[config.mk]
export PLATFORM = sky130hd
export DESIGN_NAME = verilog_frame_tx
export DESIGN_NICKNAME = d
export VERILOG_FILES = /design/src/rtl/verilog_frame_tx.sv
export SDC_FILE = /design/constraint.sdc
export NUM_CORES = 1
export LEC_CHECK = 0
export BUFFER_PORTS_ARGS = -buffer_cell sky130_fd_sc_hd__clkbuf_2
export CORE_ASPECT_RATIO = 0.75
export CORE_MARGIN = 5
export CORE_UTILIZATION = 55
export CTS_CLUSTER_DIAMETER = 50
export CTS_CLUSTER_SIZE = 16
export DETAILED_ROUTE_END_ITERATION = 8
export PLACE_DENSITY = 0.78
export SLEW_MARGIN = 15
export SYNTH_ARGS = -nofsm -noshare
export SYNTH_HDL_FRONTEND = slang
export SYNTH_SLANG_ARGS = --single-unit
[constraint.sdc]
create_clock -name clk -period 1.95 [get_ports clk]
set_input_delay 0.2925 -clock clk [delete_from_list [all_inputs] [get_ports clk]]
set_output_delay 0.2925 -clock clk [all_outputs]
set_load 0.005 [all_outputs]
[src/rtl/verilog_frame_tx.sv]
`default_nettype none
// ============================================================================
// Module   : verilog_frame_tx
// Purpose  : Framed parallel-to-serial transmitter. A DATA_W-bit word taken
//            over a valid/ready handshake is sent LSB-first on one line as
//            {stop=1, even parity, data, start=0}. Each bit is held for
//            BIT_CYCLES clocks, and the line idles high.
// Ports    : clk         - rising-edge clock
//            rst         - asynchronous active-high reset
//            in_valid    - offered word valid
//            in_data     - offered word, sampled only at acceptance
//            in_ready    - high while IDLE (combinational)
//            tx_out      - registered serial line
//            busy        - registered, high while a frame is on the line
//            frame_count - completed frames, wraps modulo 256
// Revision : 1.0 - initial release
// ============================================================================
module verilog_frame_tx #(
    parameter int DATA_W     = 4,
    parameter int BIT_CYCLES = 2
) (
    input  logic              clk,
    input  logic              rst,
    input  logic              in_valid,
    input  logic [DATA_W-1:0] in_data,
    output logic              in_ready,
    output logic              tx_out,
    output logic              busy,
    output logic [7:0]        frame_count
);

    localparam int c_FRAME_W = DATA_W + 3;
    localparam int c_IDX_W   = $clog2(c_FRAME_W);
    localparam int c_CYC_W   = (BIT_CYCLES > 1) ? $clog2(BIT_CYCLES) : 1;

    localparam logic [c_IDX_W-1:0] c_IDX_LAST = c_IDX_W'(c_FRAME_W - 1);
    localparam logic [c_CYC_W-1:0] c_CYC_LAST = c_CYC_W'(BIT_CYCLES - 1);

    typedef enum logic [0:0] {
        S_IDLE  = 1'b0,
        S_SHIFT = 1'b1
    } state_t;

    state_t               r_state;
    state_t               w_state_nxt;
    logic [c_FRAME_W-1:0] r_shreg;
    logic [c_FRAME_W-1:0] w_shreg_nxt;
    logic [c_IDX_W-1:0]   r_bit_idx;
    logic [c_IDX_W-1:0]   w_bit_idx_nxt;
    logic [c_CYC_W-1:0]   r_cyc;
    logic [c_CYC_W-1:0]   w_cyc_nxt;
    logic                 r_tx;
    logic                 w_tx_nxt;
    logic                 r_busy;
    logic                 w_busy_nxt;
    logic [7:0]           r_count;
    logic [7:0]           w_count_nxt;

    always_ff @(posedge clk or posedge rst) begin
        if (rst) begin
            r_state   <= S_IDLE;
            r_shreg   <= '0;
            r_bit_idx <= '0;
            r_cyc     <= '0;
            r_tx      <= 1'b1;
            r_busy    <= 1'b0;
            r_count   <= 8'd0;
        end else begin
            r_state   <= w_state_nxt;
            r_shreg   <= w_shreg_nxt;
            r_bit_idx <= w_bit_idx_nxt;
            r_cyc     <= w_cyc_nxt;
            r_tx      <= w_tx_nxt;
            r_busy    <= w_busy_nxt;
            r_count   <= w_count_nxt;
        end
    end

    always_comb begin
        w_state_nxt   = r_state;
        w_shreg_nxt   = r_shreg;
        w_bit_idx_nxt = r_bit_idx;
        w_cyc_nxt     = r_cyc;
        w_tx_nxt      = r_tx;
        w_busy_nxt    = r_busy;
        w_count_nxt   = r_count;

        case (r_state)
            S_IDLE: begin
                w_tx_nxt   = 1'b1;
                w_busy_nxt = 1'b0;
                if (in_valid) begin
                    // The start bit is the loaded LSB, so it goes straight
                    // onto the line register at the accept edge.
                    w_shreg_nxt   = {1'b1, ^in_data, in_data, 1'b0};
                    w_bit_idx_nxt = '0;
                    w_cyc_nxt     = '0;
                    w_tx_nxt      = 1'b0;
                    w_busy_nxt    = 1'b1;
                    w_state_nxt   = S_SHIFT;
                end
            end

            S_SHIFT: begin
                w_tx_nxt = r_shreg[0];
                if (r_cyc == c_CYC_LAST) begin
                    w_cyc_nxt   = '0;
                    // Ones shift in behind the frame so the line is already
                    // high when the stop bit leaves.
                    w_shreg_nxt = {1'b1, r_shreg[DATA_W+2:1]};
                    w_tx_nxt    = w_shreg_nxt[0];
                    if (r_bit_idx == c_IDX_LAST) begin
                        w_state_nxt = S_IDLE;
                        w_tx_nxt    = 1'b1;
                        w_busy_nxt  = 1'b0;
                        w_count_nxt = r_count + 8'd1;
                    end else begin
                        w_bit_idx_nxt = r_bit_idx + c_IDX_W'(1);
                    end
                end else begin
                    w_cyc_nxt = r_cyc + c_CYC_W'(1);
                end
            end

            default: begin
                w_state_nxt = S_IDLE;
                w_tx_nxt    = 1'b1;
                w_busy_nxt  = 1'b0;
            end
        endcase
    end

    assign in_ready    = (r_state == S_IDLE);
    assign tx_out      = r_tx;
    assign busy        = r_busy;
    assign frame_count = r_count;

endmodule
`default_nettype wire

* Yosys cells after proc, flatten, opt, wreduce, memory -nomap -nowiden *
Cells that the tools add are included.

cells by class
  add/subtract/negate cells = 3
  multipliers = 0
  divide/modulo/power cells = 0
  order comparisons = 0
  equal/unequal tests = 5
  shift-type cells = 0
  mux-type cells = 21
  bitwise operators = 1
  reduce and logical (&&, ||, !) cells = 5

operator list
  cell                   number
  $mux W7                2
  $pmux W7 S2            1
  $mux W1                10
  $mux W3                3
  $add A8 B1 Y8 const B  1
  $pmux W1 S2            4
  $pmux W3 S2            1
  $reduce_and A3 Y1      2
  $ne A2 B1 Y1 const B   2
  $ne A2 B2 Y1 const B   2
  $reduce_and A2 Y1      2
  $reduce_xor A4 Y1      1
  $add A3 B1 Y3 const B  1
  $eq A3 B3 Y1 const B   1
  $add A1 B1 Y1 const B  1
  $not A1 Y1             1

storage, ports and cells
  register bits = 22
  bits in latches = 0
  memory bits (writable) = 0
  memory bits (read-only) = 0
  bits of input ports = 7
  output and inout port bits = 11
  memories kept = 0

* Logic depth before layout (Yosys ltp) *
  depth after elaboration = 4
  depth in mapped cells = 6
  mapped depth without buffers = 5

* Least setup slack after synthesis *
No wires, ideal clock.

  path type = reg-to-reg
  start = reg r_bit_idx[0]
  end = reg r_count[4] (netlist: frame_count[4])
  arrival = 1.222 ns
  data required time = 1.826 ns
  slack = 0.603 ns
  stages on the path, launching flop included = 7
  path buffers = 1
  clock period less this slack = 1.347 ns
  path through = dfrtp_1 -> inv_1 -> ha_1 -> and4_1 -> buf_4 -> nand4_1 -> xnor2_1

between the ends
  cells in the longest elaborated chain, start to end = 2

ends and longest elaborated chain
  what                                RTL line  text
  start, declared                     48        logic [c_IDX_W-1:0] r_bit_idx;
  start signal, assigned              71        r_bit_idx <= w_bit_idx_nxt;
  $eq A3 B3 Y1                        112       if (r_bit_idx == c_IDX_LAST) begin
  $reduce_and A3 Y1 (no source line)  -
  end signal, assigned                75        r_count <= w_count_nxt;
  end, declared                       56        logic [7:0] r_count;

No other way between the ends.
A chain may end at the register's enable or synchronous reset.

* Worst setup path in the final report *
  start = reg r_state
  end = out in_ready

between the ends
  cells in the longest elaborated chain, start to end = 1

ends and longest elaborated chain
  what                    RTL line  text
  start, declared         44        state_t r_state;
  start signal, assigned  69        r_state <= w_state_nxt;
  $not A1 Y1              -
  end, declared           26        output logic in_ready,

No other way between the ends.

==> run_results.csv <==
group,metric,value,unit
outcome,run_status,"completed",
cts,post_cts.resized_instances,0,
yosys,adder_and_majority_cell_fraction_of_the_synthesized_area,3.59,%
global_routing,initial_antenna_violation_count,0,
timing,timing.final.setup_violations,0,
yosys,post_synth_mux_area_share,2.99,%
cts,cts-buffers-inserted,3,
critical_path,crit_arrival,1.29,ns
detailed_routing,drc_violations_left,0,
floorplan,die_x,60.3,µm
yosys,synth_simple_gate_area_share,17.0,%
timing,timing_max_transition_violations_final,0,
run,drv_cap,0,
power,power.internal,1.01,mW
placement,placement.io_buffers,17,
finish,finish.cell_count_without_fillers,142,
worst_hold_path,worstHoldPathType,"in -> reg",
critical_path,timing.critical_path.fanout_max,16,
yosys,post_synth_inst_count,101,
yosys,yosysMostFrequentCell,"sky130_fd_sc_hd__dfrtp_1",
power,combPwrFrac,34.7,%
power,cellPowerDensity,1380,nW/µm²
power,power_frac_clock,15.1,%
timing,unrepaired_setup_endpoints_after_global_routing,"false",
yosys,synth_sequential_area_ratio,52.8,%
cts,tritoncts_clock_tree,"built",
yosys,flip_flop_and_latch_count_after_synthesis,22,
yosys,asyncSetResetFlopFracSynth,100,%
detailed_routing,drt-wirelength-per-cell,13.5,µm
cts,clock_path_buffers,2,
cts,clock_tree.htree_level_count,1,
power,power.ir.vdd_worst,0.996,mV
global_routing,grt_start_max_net_pins,23,
timing,worst_slew_pin_slew,0.502,ns
detailed_routing,antenna_violating_nets_left,0,
yosys,syn_nets,111,
global_routing,grt_first_pass_wirelength,3360,µm
floorplan,fp.dieH,47.7,µm
yosys,netlist.top_cell.by_area,"sky130_fd_sc_hd__dfrtp_1",
yosys,post_synth_instance_area,1040,µm²
cts,worst_setup_hold_path_clk_slew,0.12,ns
timing,slew-limit-headroom,65.6,%
cts,clk-insertion-delay-late,0.30,ns
detailed_routing,number_of_vias_per_cell,5.40,
timing,hold_ws,0.238,ns
finish,area_growth,13.5,%
yosys,synth-edff-count,0,
power,switching_share,38.3,%
yosys,dominantRegCellSynth,"sky130_fd_sc_hd__dfrtp_1",
timing,final.period_utilization,81.4,%
power,share_seq_of_total_power,50.2,%
placement,dp_hpwl,1440,µm
yosys,yosysWarningCount,0,
critical_path,type_of_element_capturing_the_critical_path,"output port",
finish,fin_nets,131,
timing,max_clock_freq,0.630,GHz
critical_path,critical_path_required,1.66,ns
yosys,synth.avg_cell_area,10.3,µm²
floorplan,core_outline_area,1770,µm²
timing,timing.clock.skew,0.000921,ns
placement,dpl_cell_area,1140,µm²
cts,clock_sinks,22,
power,total_power,1.64,mW
timing,min_period,1.59,ns
placement,gp_congestion,0.775,
power,power_leakage,0.584,nW
critical_path,crit_type,"reg -> out",
yosys,synth-compound-area-share,9.94,%
placement,placed_cells_incl_taps,137,
yosys,synthDominantCellAreaShare,50.3,%
global_routing,grt-ovfl-total,0,
finish,ant_diodes,0,
finish,drive_above_1_share,21.7,%
floorplan,initial_cell_density_of_the_core,58.9,%
detailed_routing,postRouteWirelength,1910,µm
yosys,synth-xor-area-share,8.38,%
floorplan,design.portCount,18,
detailed_routing,dr_total_vias,767,
global_routing,via_count_of_the_first_global_routing_pass,733,
power,p_sw,629,µW
yosys,synth_top_family_by_area,"simple AND/OR/NAND/NOR gates",
critical_path,critical_path.startpoint_type,"flop",
detailed_routing,detail_route.first_pass.iterations,4,
floorplan,placement_rows,13,
finish,post-route-cell-area,1190,µm²
cts,clk_root_buffer_cell,"sky130_fd_sc_hd__clkbuf_4",
yosys,synth_top_cells_by_area,"sky130_fd_sc_hd__dfrtp_1, sky130_fd_sc_hd__xnor2_1, sky130_fd_sc_hd__nand2_1",
global_routing,grt_total_usage,16.4,%
yosys,synth_cell_types,26,
timing,finalSetupTns,0,ns
detailed_routing,drt_iter0_markers,29,
timing,timing.final.hold_violations,0,
floorplan,dieArea,2880,µm²
yosys,netlist_top_cells_count,"sky130_fd_sc_hd__dfrtp_1, sky130_fd_sc_hd__nand2_1, sky130_fd_sc_hd__a21oi_1, sky130_fd_sc_hd__inv_1, sky130_fd_sc_hd__xnor2_1",
-- power by group through the flow --
stage	Combinational, mW	Sequential, mW	Clock (mW)
detailed placement	0.573	0.831	0
floorplan	0.489	0.747	0
CTS	0.575	0.820	0.259
global placement	0.547	0.819	0
global route	0.654	0.852	0.288
finish	0.569	0.823	0.249
-- per-layer routing --
metal	share of wire, %	track usage, %	vias up	routed length, µm
met3	5.9	5.66	2	113
met1	48	22.8	359	910
met4	0.68	3.98	0	13
met2	46	25.0	23	875
met5	0	0	-	0
li1	-	-	383	-
-- stage by stage --
step	utilization (%)	worst slack [ns]
global placement	64.3	0.525
finish	66.9	0.364
detailed placement	64.3	0.448
global route	66.9	0.239
floorplan	-	0.603
CTS	66.9	0.358
-- critical path: stages, from the launching register on --
cell	delay, ns
sky130_fd_sc_hd__dfrtp_1	0.66
sky130_fd_sc_hd__inv_1	0.18
sky130_fd_sc_hd__clkbuf_2	0.15
-- cell families after synthesis --
group | after synthesis
xor gates and xnor gates | 10
AOI/OAI and AO/OA | 18
muxes | 3
adders and majority gates | 3
and+or+nand+nor | 33
DFF | 22
buffers and inverters | 12
-- flip-flops by register name (all words and copies together), names as in the netlist --
signal / flops
busy: 1
r_bit_idx: 3
r_shreg: 7
tx_out: 1
r_state: 1
frame_count: 8
r_cyc: 1
-- cells in the final DEF, fill, tap and decap left out, types with 2 or more instances in the layout --
master                     synthesis  routed
sky130_fd_sc_hd__a21oi_1           8       8
sky130_fd_sc_hd__clkbuf_2          0      17
sky130_fd_sc_hd__clkbuf_4          0       3
sky130_fd_sc_hd__dfrtp_1          21      21
sky130_fd_sc_hd__ha_1              3       3
sky130_fd_sc_hd__inv_1             8       8
sky130_fd_sc_hd__mux2i_1           2       2
sky130_fd_sc_hd__nand2_1          13      13
sky130_fd_sc_hd__nand2b_1          2       2
sky130_fd_sc_hd__nand3_1           4       4
sky130_fd_sc_hd__nand4_1           3       3
sky130_fd_sc_hd__nor2_1            2       2
sky130_fd_sc_hd__nor3_1            4       4
sky130_fd_sc_hd__o21ai_0           4       4
sky130_fd_sc_hd__o22ai_1           4       4
sky130_fd_sc_hd__xnor2_1           6       6
sky130_fd_sc_hd__xor2_1            4       4
-- what timing repair did --
item                      4_1_cts  5_1_grt
hold buffers                    1        0
setup buffers                   0        0
hold endpoints to repair       21        0
-- area by class of cell --
| type | count | area (µm²) |
|---|---|---|
| clock buffers | 4 | 36.3 |
| fillers | 149 | 587 |
| inverters | 8 | 30.0 |
| multi-input cells | 67 | 438 |
| flip-flops and latches | 22 | 552 |
| well taps | 22 | 27.5 |
| repair buffers | 19 | 103 |
-- worst paths after layout --
| check | start | end | slack [ns] | cells after the start |
|---|---|---|---|---|
| max in group asynchronous | rst | tx_out | 1.15 | 4 |
| min in group asynchronous | rst | frame_count[5] | 0.53 | 4 |
| setup reg to reg | r_bit_idx[0] | frame_count[5] | 0.42 | 5 |
| setup / recovery | r_state | in_ready | 0.36 | 2 |
| hold reg to reg | frame_count[7] | frame_count[7] | 0.48 | 1 |
| hold / removal | in_valid | tx_out | 0.24 | 2 |
(Power assumes the default switching activity.)
